File: src/rtl/muldiv_unit_if.sv
// rtl/muldiv_unit_if.sv - request/response bundle for the iterative RV32M multiply/divide unit
interface muldiv_unit_if #(parameter int XLEN = 32);
  logic            start;
  logic [2:0]      funct3;
  logic [XLEN-1:0] rs1_data;
  logic [XLEN-1:0] rs2_data;
  logic [4:0]      rd_in;
  logic            flush;
  logic            busy;
  logic            done;
  logic [XLEN-1:0] result;
  logic [4:0]      rd_out;

  modport master (
    output start, funct3, rs1_data, rs2_data, rd_in, flush,
    input  busy, done, result, rd_out
  );

  modport slave (
    input  start, funct3, rs1_data, rs2_data, rd_in, flush,
    output busy, done, result, rd_out
  );
endinterface

File: src/rtl/muldiv_unit.sv
// rtl/muldiv_unit.sv - iterative RV32M multiply/divide unit; `MULDIV_FAST_MUL_EN selects a single-cycle multiplier
// Shift-add multiply and restoring divide on operand magnitudes, sign fixed up on the way into DONE.
module muldiv_unit #(
  parameter int XLEN = 32
) (
  input  logic          clk,
  input  logic          rst,
  muldiv_unit_if.slave  bus
);

  localparam int CW = $clog2(XLEN) + 1;
  localparam logic [XLEN-1:0] MIN_NEG = {1'b1, {(XLEN-1){1'b0}}};

  typedef enum logic [1:0] {S_IDLE, S_CALC, S_DONE} state_t;

  state_t          r_state;
  logic [2:0]      r_op;
  logic [4:0]      r_rd;
  logic [4:0]      r_rd_out;
  logic [XLEN-1:0] r_m;
  logic [XLEN-1:0] r_hi;
  logic [XLEN-1:0] r_lo;
  logic [CW-1:0]   r_cnt;
  logic            r_neg_q;
  logic            r_neg_r;
  logic            r_done;
  logic [XLEN-1:0] r_result;

  logic            w_sa, w_sb, w_neg_a, w_neg_b;
  logic [XLEN-1:0] w_mag_a, w_mag_b;
  logic            w_div0, w_ovf, w_short;
  logic [XLEN-1:0] w_short_res;

  logic [XLEN:0]     w_sum;
  logic [XLEN:0]     w_tmp;
  logic              w_ge;
  logic [XLEN-1:0]   w_diff;
  logic [XLEN-1:0]   w_hi_n, w_lo_n;
  logic [2*XLEN-1:0] w_prod, w_prod_s;
  logic [XLEN-1:0]   w_quo_s, w_rem_s, w_final;

  // Operand signedness: divides are signed on even funct3, MULHSU/MULHU drop the rs2 sign.
  assign w_sa    = bus.funct3[2] ? ~bus.funct3[0] : (bus.funct3[1:0] != 2'b11);
  assign w_sb    = bus.funct3[2] ? ~bus.funct3[0] : ~bus.funct3[1];
  assign w_neg_a = w_sa & bus.rs1_data[XLEN-1];
  assign w_neg_b = w_sb & bus.rs2_data[XLEN-1];
  assign w_mag_a = w_neg_a ? -bus.rs1_data : bus.rs1_data;
  assign w_mag_b = w_neg_b ? -bus.rs2_data : bus.rs2_data;

  assign w_div0 = bus.funct3[2] && (bus.rs2_data == '0);
  assign w_ovf  = bus.funct3[2] && !bus.funct3[0] &&
                  (bus.rs1_data == MIN_NEG) && (bus.rs2_data == '1);

`ifdef MULDIV_FAST_MUL_EN
  logic signed [2*XLEN+1:0] w_fast;
  assign w_fast = $signed({w_neg_a, bus.rs1_data}) * $signed({w_neg_b, bus.rs2_data});
`endif

  always_comb begin
    w_short     = 1'b0;
    w_short_res = '0;
    if (w_div0) begin
      w_short     = 1'b1;
      w_short_res = bus.funct3[1] ? bus.rs1_data : '1;
    end else if (w_ovf) begin
      w_short     = 1'b1;
      w_short_res = bus.funct3[1] ? '0 : MIN_NEG;
    end
`ifdef MULDIV_FAST_MUL_EN
    else if (!bus.funct3[2]) begin
      w_short     = 1'b1;
      w_short_res = (bus.funct3[1:0] == 2'b00) ? w_fast[XLEN-1:0] : w_fast[2*XLEN-1:XLEN];
    end
`endif
  end

  // One CALC step. Multiply: r_lo holds the multiplier and shifts out as the product shifts in.
  // Divide: r_lo holds the dividend and shifts in quotient bits, r_hi is the partial remainder.
  always_comb begin
    w_sum  = {1'b0, r_hi} + (r_lo[0] ? {1'b0, r_m} : '0);
    w_tmp  = {r_hi, r_lo[XLEN-1]};
    w_ge   = (w_tmp >= {1'b0, r_m});
    w_diff = w_tmp[XLEN-1:0] - r_m;
    if (r_op[2]) begin
      w_hi_n = w_ge ? w_diff : w_tmp[XLEN-1:0];
      w_lo_n = {r_lo[XLEN-2:0], w_ge};
    end else begin
      w_hi_n = w_sum[XLEN:1];
      w_lo_n = {w_sum[0], r_lo[XLEN-1:1]};
    end
    w_prod   = {w_hi_n, w_lo_n};
    w_prod_s = r_neg_q ? -w_prod : w_prod;
    w_quo_s  = r_neg_q ? -w_lo_n : w_lo_n;
    w_rem_s  = r_neg_r ? -w_hi_n : w_hi_n;
    if (!r_op[2])
      w_final = (r_op[1:0] == 2'b00) ? w_prod_s[XLEN-1:0] : w_prod_s[2*XLEN-1:XLEN];
    else
      w_final = r_op[1] ? w_rem_s : w_quo_s;
  end

  always_ff @(posedge clk or posedge rst) begin
    if (rst) begin
      r_state  <= S_IDLE;
      r_op     <= '0;
      r_rd     <= '0;
      r_rd_out <= '0;
      r_m      <= '0;
      r_hi     <= '0;
      r_lo     <= '0;
      r_cnt    <= '0;
      r_neg_q  <= 1'b0;
      r_neg_r  <= 1'b0;
      r_done   <= 1'b0;
      r_result <= '0;
    end else begin
      r_done <= 1'b0;
      if (bus.flush) begin
        r_state <= S_IDLE;
      end else begin
        case (r_state)
          S_IDLE: begin
            if (bus.start) begin
              r_op    <= bus.funct3;
              r_rd    <= bus.rd_in;
              r_neg_q <= w_neg_a ^ w_neg_b;
              r_neg_r <= w_neg_a;
              r_m     <= bus.funct3[2] ? w_mag_b : w_mag_a;
              r_lo    <= bus.funct3[2] ? w_mag_a : w_mag_b;
              r_hi    <= '0;
              r_cnt   <= '0;
              if (w_short) begin
                r_result <= w_short_res;
                r_rd_out <= bus.rd_in;
                r_done   <= 1'b1;
                r_state  <= S_DONE;
              end else begin
                r_state  <= S_CALC;
              end
            end
          end
          S_CALC: begin
            r_hi  <= w_hi_n;
            r_lo  <= w_lo_n;
            r_cnt <= r_cnt + 1'b1;
            if (r_cnt == CW'(XLEN-1)) begin
              r_result <= w_final;
              r_rd_out <= r_rd;
              r_done   <= 1'b1;
              r_state  <= S_DONE;
            end
          end
          S_DONE:  r_state <= S_IDLE;
          default: r_state <= S_IDLE;
        endcase
      end
    end
  end

  assign bus.busy   = (r_state != S_IDLE);
  assign bus.done   = r_done;
  assign bus.result = r_result;
  assign bus.rd_out = r_rd_out;

endmodule

File: src/flat_wrapper.sv
// flat-port wrapper written by rule: the top's interface ports become plain ports
module muldiv_unit_flat 
#(
  parameter int XLEN = 32
)
  (clk, rst, bus_start, bus_funct3, bus_rs1_data, bus_rs2_data, bus_rd_in, bus_flush, bus_busy, bus_done, bus_result, bus_rd_out);
  muldiv_unit_if #(.XLEN(XLEN)) bus_i ();
  input  logic clk;
  input  logic rst;
  input wire logic [$bits(bus_i.start)-1:0] bus_start;
  input wire logic [$bits(bus_i.funct3)-1:0] bus_funct3;
  input wire logic [$bits(bus_i.rs1_data)-1:0] bus_rs1_data;
  input wire logic [$bits(bus_i.rs2_data)-1:0] bus_rs2_data;
  input wire logic [$bits(bus_i.rd_in)-1:0] bus_rd_in;
  input wire logic [$bits(bus_i.flush)-1:0] bus_flush;
  output wire logic [$bits(bus_i.busy)-1:0] bus_busy;
  output wire logic [$bits(bus_i.done)-1:0] bus_done;
  output wire logic [$bits(bus_i.result)-1:0] bus_result;
  output wire logic [$bits(bus_i.rd_out)-1:0] bus_rd_out;
  assign bus_i.start = bus_start;
  assign bus_i.funct3 = bus_funct3;
  assign bus_i.rs1_data = bus_rs1_data;
  assign bus_i.rs2_data = bus_rs2_data;
  assign bus_i.rd_in = bus_rd_in;
  assign bus_i.flush = bus_flush;
  assign bus_busy = bus_i.busy;
  assign bus_done = bus_i.done;
  assign bus_result = bus_i.result;
  assign bus_rd_out = bus_i.rd_out;
  muldiv_unit #(.XLEN(XLEN)) u_core (.clk(clk), .rst(rst), .bus(bus_i));
endmodule
File: config.mk
export PLATFORM = sky130hd
export DESIGN_NAME = muldiv_unit_flat
export DESIGN_NICKNAME = d
export VERILOG_FILES = /design/src/rtl/muldiv_unit_if.sv /design/src/rtl/muldiv_unit.sv /design/src/flat_wrapper.sv
export SDC_FILE = /design/constraint.sdc
export NUM_CORES = 1
export LEC_CHECK = 0
export CAP_MARGIN = 40
export CORE_ASPECT_RATIO = 1.25
export CORE_MARGIN = 4
export CORE_UTILIZATION = 35
export CTS_BUF_LIST = sky130_fd_sc_hd__clkbuf_4 sky130_fd_sc_hd__clkbuf_8 sky130_fd_sc_hd__clkbuf_16
export DETAILED_ROUTE_END_ITERATION = 6
export RECOVER_POWER = 100
export SKIP_CTS_REPAIR_TIMING = 1
export SLEW_MARGIN = 25
export SYNTH_ARGS = -nofsm -noshare
export SYNTH_HDL_FRONTEND = slang
export SYNTH_SLANG_ARGS = --single-unit
File: constraint.sdc
create_clock -name clk -period 5.6 [get_ports clk]
set_clock_uncertainty 0.15 [all_clocks]
set_input_delay 1.68 -clock clk [delete_from_list [all_inputs] [get_ports clk]]
set_output_delay 1.68 -clock clk [all_outputs]
set_load 0.03 [all_outputs]
==> metrics.txt <==
Reg2Reg Setup Slack 0.32 ns; die area 52600 sq um; Setup crit start kind input pin; root buffer cell clkbuf_16; H-tree depth reported by CTS 4; Synthesized Nets ~2500; largest net degree at the start of global routing 76; post-detailed-placement half-perimeter wirelength 68000 um; worst hold path depth 2; x dimension of the die between 200 and 250 um; power density normalized to cell area just over 600 nW/um^2; Residual DRC 0; first-pass GRT wire length 125000 um; largest stage delay on the critical path ~0.57 ns; mean area per synthesized cell between 7 and 8 sq um; cell family with the largest share of critical-path delay simple AND/OR/NAND/NOR gates; Cell Count, Final, Fillers Out around 3300; number of vias per cell between 6 and 7; launch instance of the worst register-to-register path u_core.r_lo[0]$_DFFE_PP0P_; upper clock frequency limit 189 MHz; clock transition at the registers of the reported paths approximately 0.080 ns; FF+latch count, synth between 150 and 200; post-DR wirelength/cell 25.8 um; share of final-layout standard cells stronger than drive strength 1 a little over an eighth; latest clock arrival within the worst-skew pair 0.48 ns; number of antenna violations at the first check in global routing 4; DRC violation total after the first TritonRoute iteration 2130; proportion of synthesized chip area in sequential cells between 20% and 30%; routability cong. roughly 1.0; number of synthesized flops with an enable pin 0; Placed Cells around 3200; r2r worst-path depth 16; GRT Residual Overflow 0; TritonRoute pass-1 iters 6; post-layout utilization of the core 43.2%; crit path launch bus_rs1_data[14]; Final TNS setup 0 ns; total count of max-transition violations in the final report 200; violations in the final reports max-capacitance violations, max-slew violations; sink of the worst hold path u_core.bus.result[6]$_DFFE_PP0P_; number of instances in the synthesized netlist approximately 2400; buffer depth of the longest clock path 2; antenna fix cells 0; critical path cell sequence dlygate4sd3_1 > or4_1 > or3_1 > or3b_1 > nor2_1 > a31oi_1 > a221o_1 > buf_4 > buf_4 > nor3_1 > o21ai_0 > a31oi_1 > o211ai_1 > o311ai_0; required time at the endpoint of the critical path between 5 and 6 ns; fin area 20900 sq um; post-synth cell types about 100; count of maximum capacitance violations 5; worst-path maximum fanout 31; reg-to-reg critical path endpoint u_core.bus.result[31]$_DFFE_PP0P_; Hold Crit Start u_core.bus.result[6]$_DFFE_PP0P_; vias in the first global route 19400; run status finished, violations left; std cell rows 90; area of placed instances approximately 20000 sq um; total global-route track usage 31.2%; arrival time worst endpoint around 5.5 ns; routed vias around 20000; placeable core region slightly below 50000 sq um; FFs w/ async S/R, synth 100%; Num Clock Sinks between 150 and 200; vertical extent of the die between 200 and 300 um; Worst Max-Slew Pin Slew between 2 and 2.5 ns; prevailing post-synth register cell dfrtp_1; number of hold-slack violations in the final timing report 0; static leakage power a little under 9 nW; io pins 115; number of warnings issued by yosys 0; Port-buffer cells roughly 110; clock tree from TritonCTS built; post-route minimum period around 5.3 ns; headroom to the max-slew limit -46.9%; setup-violating endpoint count in the final report 0; Critical-path top delay cell dlygate4sd3_1; synthesis-to-finish area growth 22.0%; RSZ-0062 raised after global routing no; post-layout net count about 2800; Initial Util around 35%; maximum vdd drop between 0.0002 and 0.0003 V; Bufs and invs on worst path 3; antenna violation net count after detailed routing 0; Total Wirelength roughly 84000 um; Critical Path Sink Type register; TritonCTS Buffers 17; Setup Crit Path Kind input pin to register; cell area after synthesis 17100 sq um; worst min-delay path class register to register; post-route clock period utilization ~94%
-- state kept, by name (all words and copies together), names as in the netlist --
signal	flops
u_core.r_lo	32
u_core.r_state	2
u_core.r_rd	5
u_core.bus.done	1
u_core.r_m	32
u_core.r_neg_r	1
u_core.r_cnt	6
u_core.bus.rd_out	5
u_core.r_op	3
u_core.bus.result	32
u_core.r_hi	32
u_core.r_neg_q	1
-- worst max path at each step --
stage                                             end  slack [ns]  cells after the start
finish              u_core.bus.result[29]$_DFFE_PP0P_        0.32                     14
global route        u_core.bus.result[26]$_DFFE_PP0P_        0.03                     23
CTS                 u_core.bus.result[22]$_DFFE_PP0P_        0.31                     22
detailed placement  u_core.bus.result[23]$_DFFE_PP0P_        0.06                     13
global placement    u_core.bus.result[23]$_DFFE_PP0P_        0.07                     15
floorplan           u_core.bus.result[22]$_DFFE_PP0P_        0.40                     23
-- report_power, final --
part | internal [mW] | switching (mW)
sequential | 1.47 | 0.401
combinational | 3.56 | 6.31
clock | 0.585 | 0.559
-- cell families after synthesis --
| group | Yosys count | share of synthesized area, % |
|---|---|---|
| flip-flops | 152 | 22.2 |
| adder cells (fa/ha/maj) | 72 | 5.34 |
| AND/OR/NAND/NOR | 862 | 24.2 |
| XOR/XNOR | 175 | 8.94 |
| buffers and inverters | 226 | 5.49 |
| multiplexers | 55 | 3.28 |
| AO/OA/AOI/OAI | 827 | 30.5 |
-- cells in the final DEF, fill, tap and decap left out, drive strengths merged, types with 70 or more instances in the layout --
master  instances
xnor2          88
inv            75
ha             70
dfrtp         152
nand2         302
o21ai         270
buf           240
nor2          227
a21oi         235
xor2           87
-- stage by stage --
step | power [mW] | setup WS, ns | hold WS, ns
2_1_floorplan | 7.51 | 0.400 | 0.296
3_3_place_gp | 11.5 | 0.0737 | 0.309
3_5_place_dp | 11.5 | 0.0585 | 0.313
4_1_cts | 12.7 | 0.314 | 0.330
5_1_grt | 13.5 | 0.0267 | 0.358
6_report | 12.9 | 0.319 | 0.328
-- layer usage --
metal	wire length, um	track usage (%)	up-vias	share of wire [%]
li1	-	-	9109	-
met1	31400	35.7	9546	37
met2	39000	50.7	1005	46
met3	5440	5.21	309	6.4
met4	8570	25.2	6	10
met5	41	0	-	0.049
-- Yosys cell counts, drive strengths merged (9+ instances only) --
master	n	area [sq um]
nand2	302	1140
o21ai	270	1360
a21oi	235	1180
nor2	227	860
dfrtp	152	3800
clkbuf	97	367
xnor2	88	771
xor2	87	762
inv	74	278
ha	70	876
nor3	57	290
buf	54	293
a31oi	52	353
mux2i	46	460
nand3	46	230
and2	44	275
nand4	40	275
o211ai	32	250
o31ai	30	225
nor4	26	241
nand2b	24	150
a211oi	21	163
a21o	21	158
or3	21	131
a22o	17	149
o21a	14	106
and3	13	81.3
nor3b	13	103
o221ai	11	96.3
nor2b	10	62.6
a31o	9	78.8
mux2	9	101
o22ai	9	62.6
-- layout make-up --
| cell class | count | area [sq um] |
|---|---|---|
| clock buffers | 19 | 447 |
| clock inverters | 12 | 98.8 |
| fillers | 5068 | 27500 |
| inverters | 75 | 283 |
| multi-input cells | 1991 | 12400 |
| flip-flops and latches | 152 | 3810 |
| well taps | 644 | 806 |
| repair buffers | 375 | 3070 |
-- worst register-to-register path: cells and delay by family, from the launching register on --
family	cells	cell delay, ns
DFF	1	0.47
adders and majority gates	1	0.50
AOI/OAI and AO/OA	8	2.05
and+or+nand+nor	6	1.71
buffers and inverters	1	0.25
Note: power is estimated with default switching activity, not from simulation.
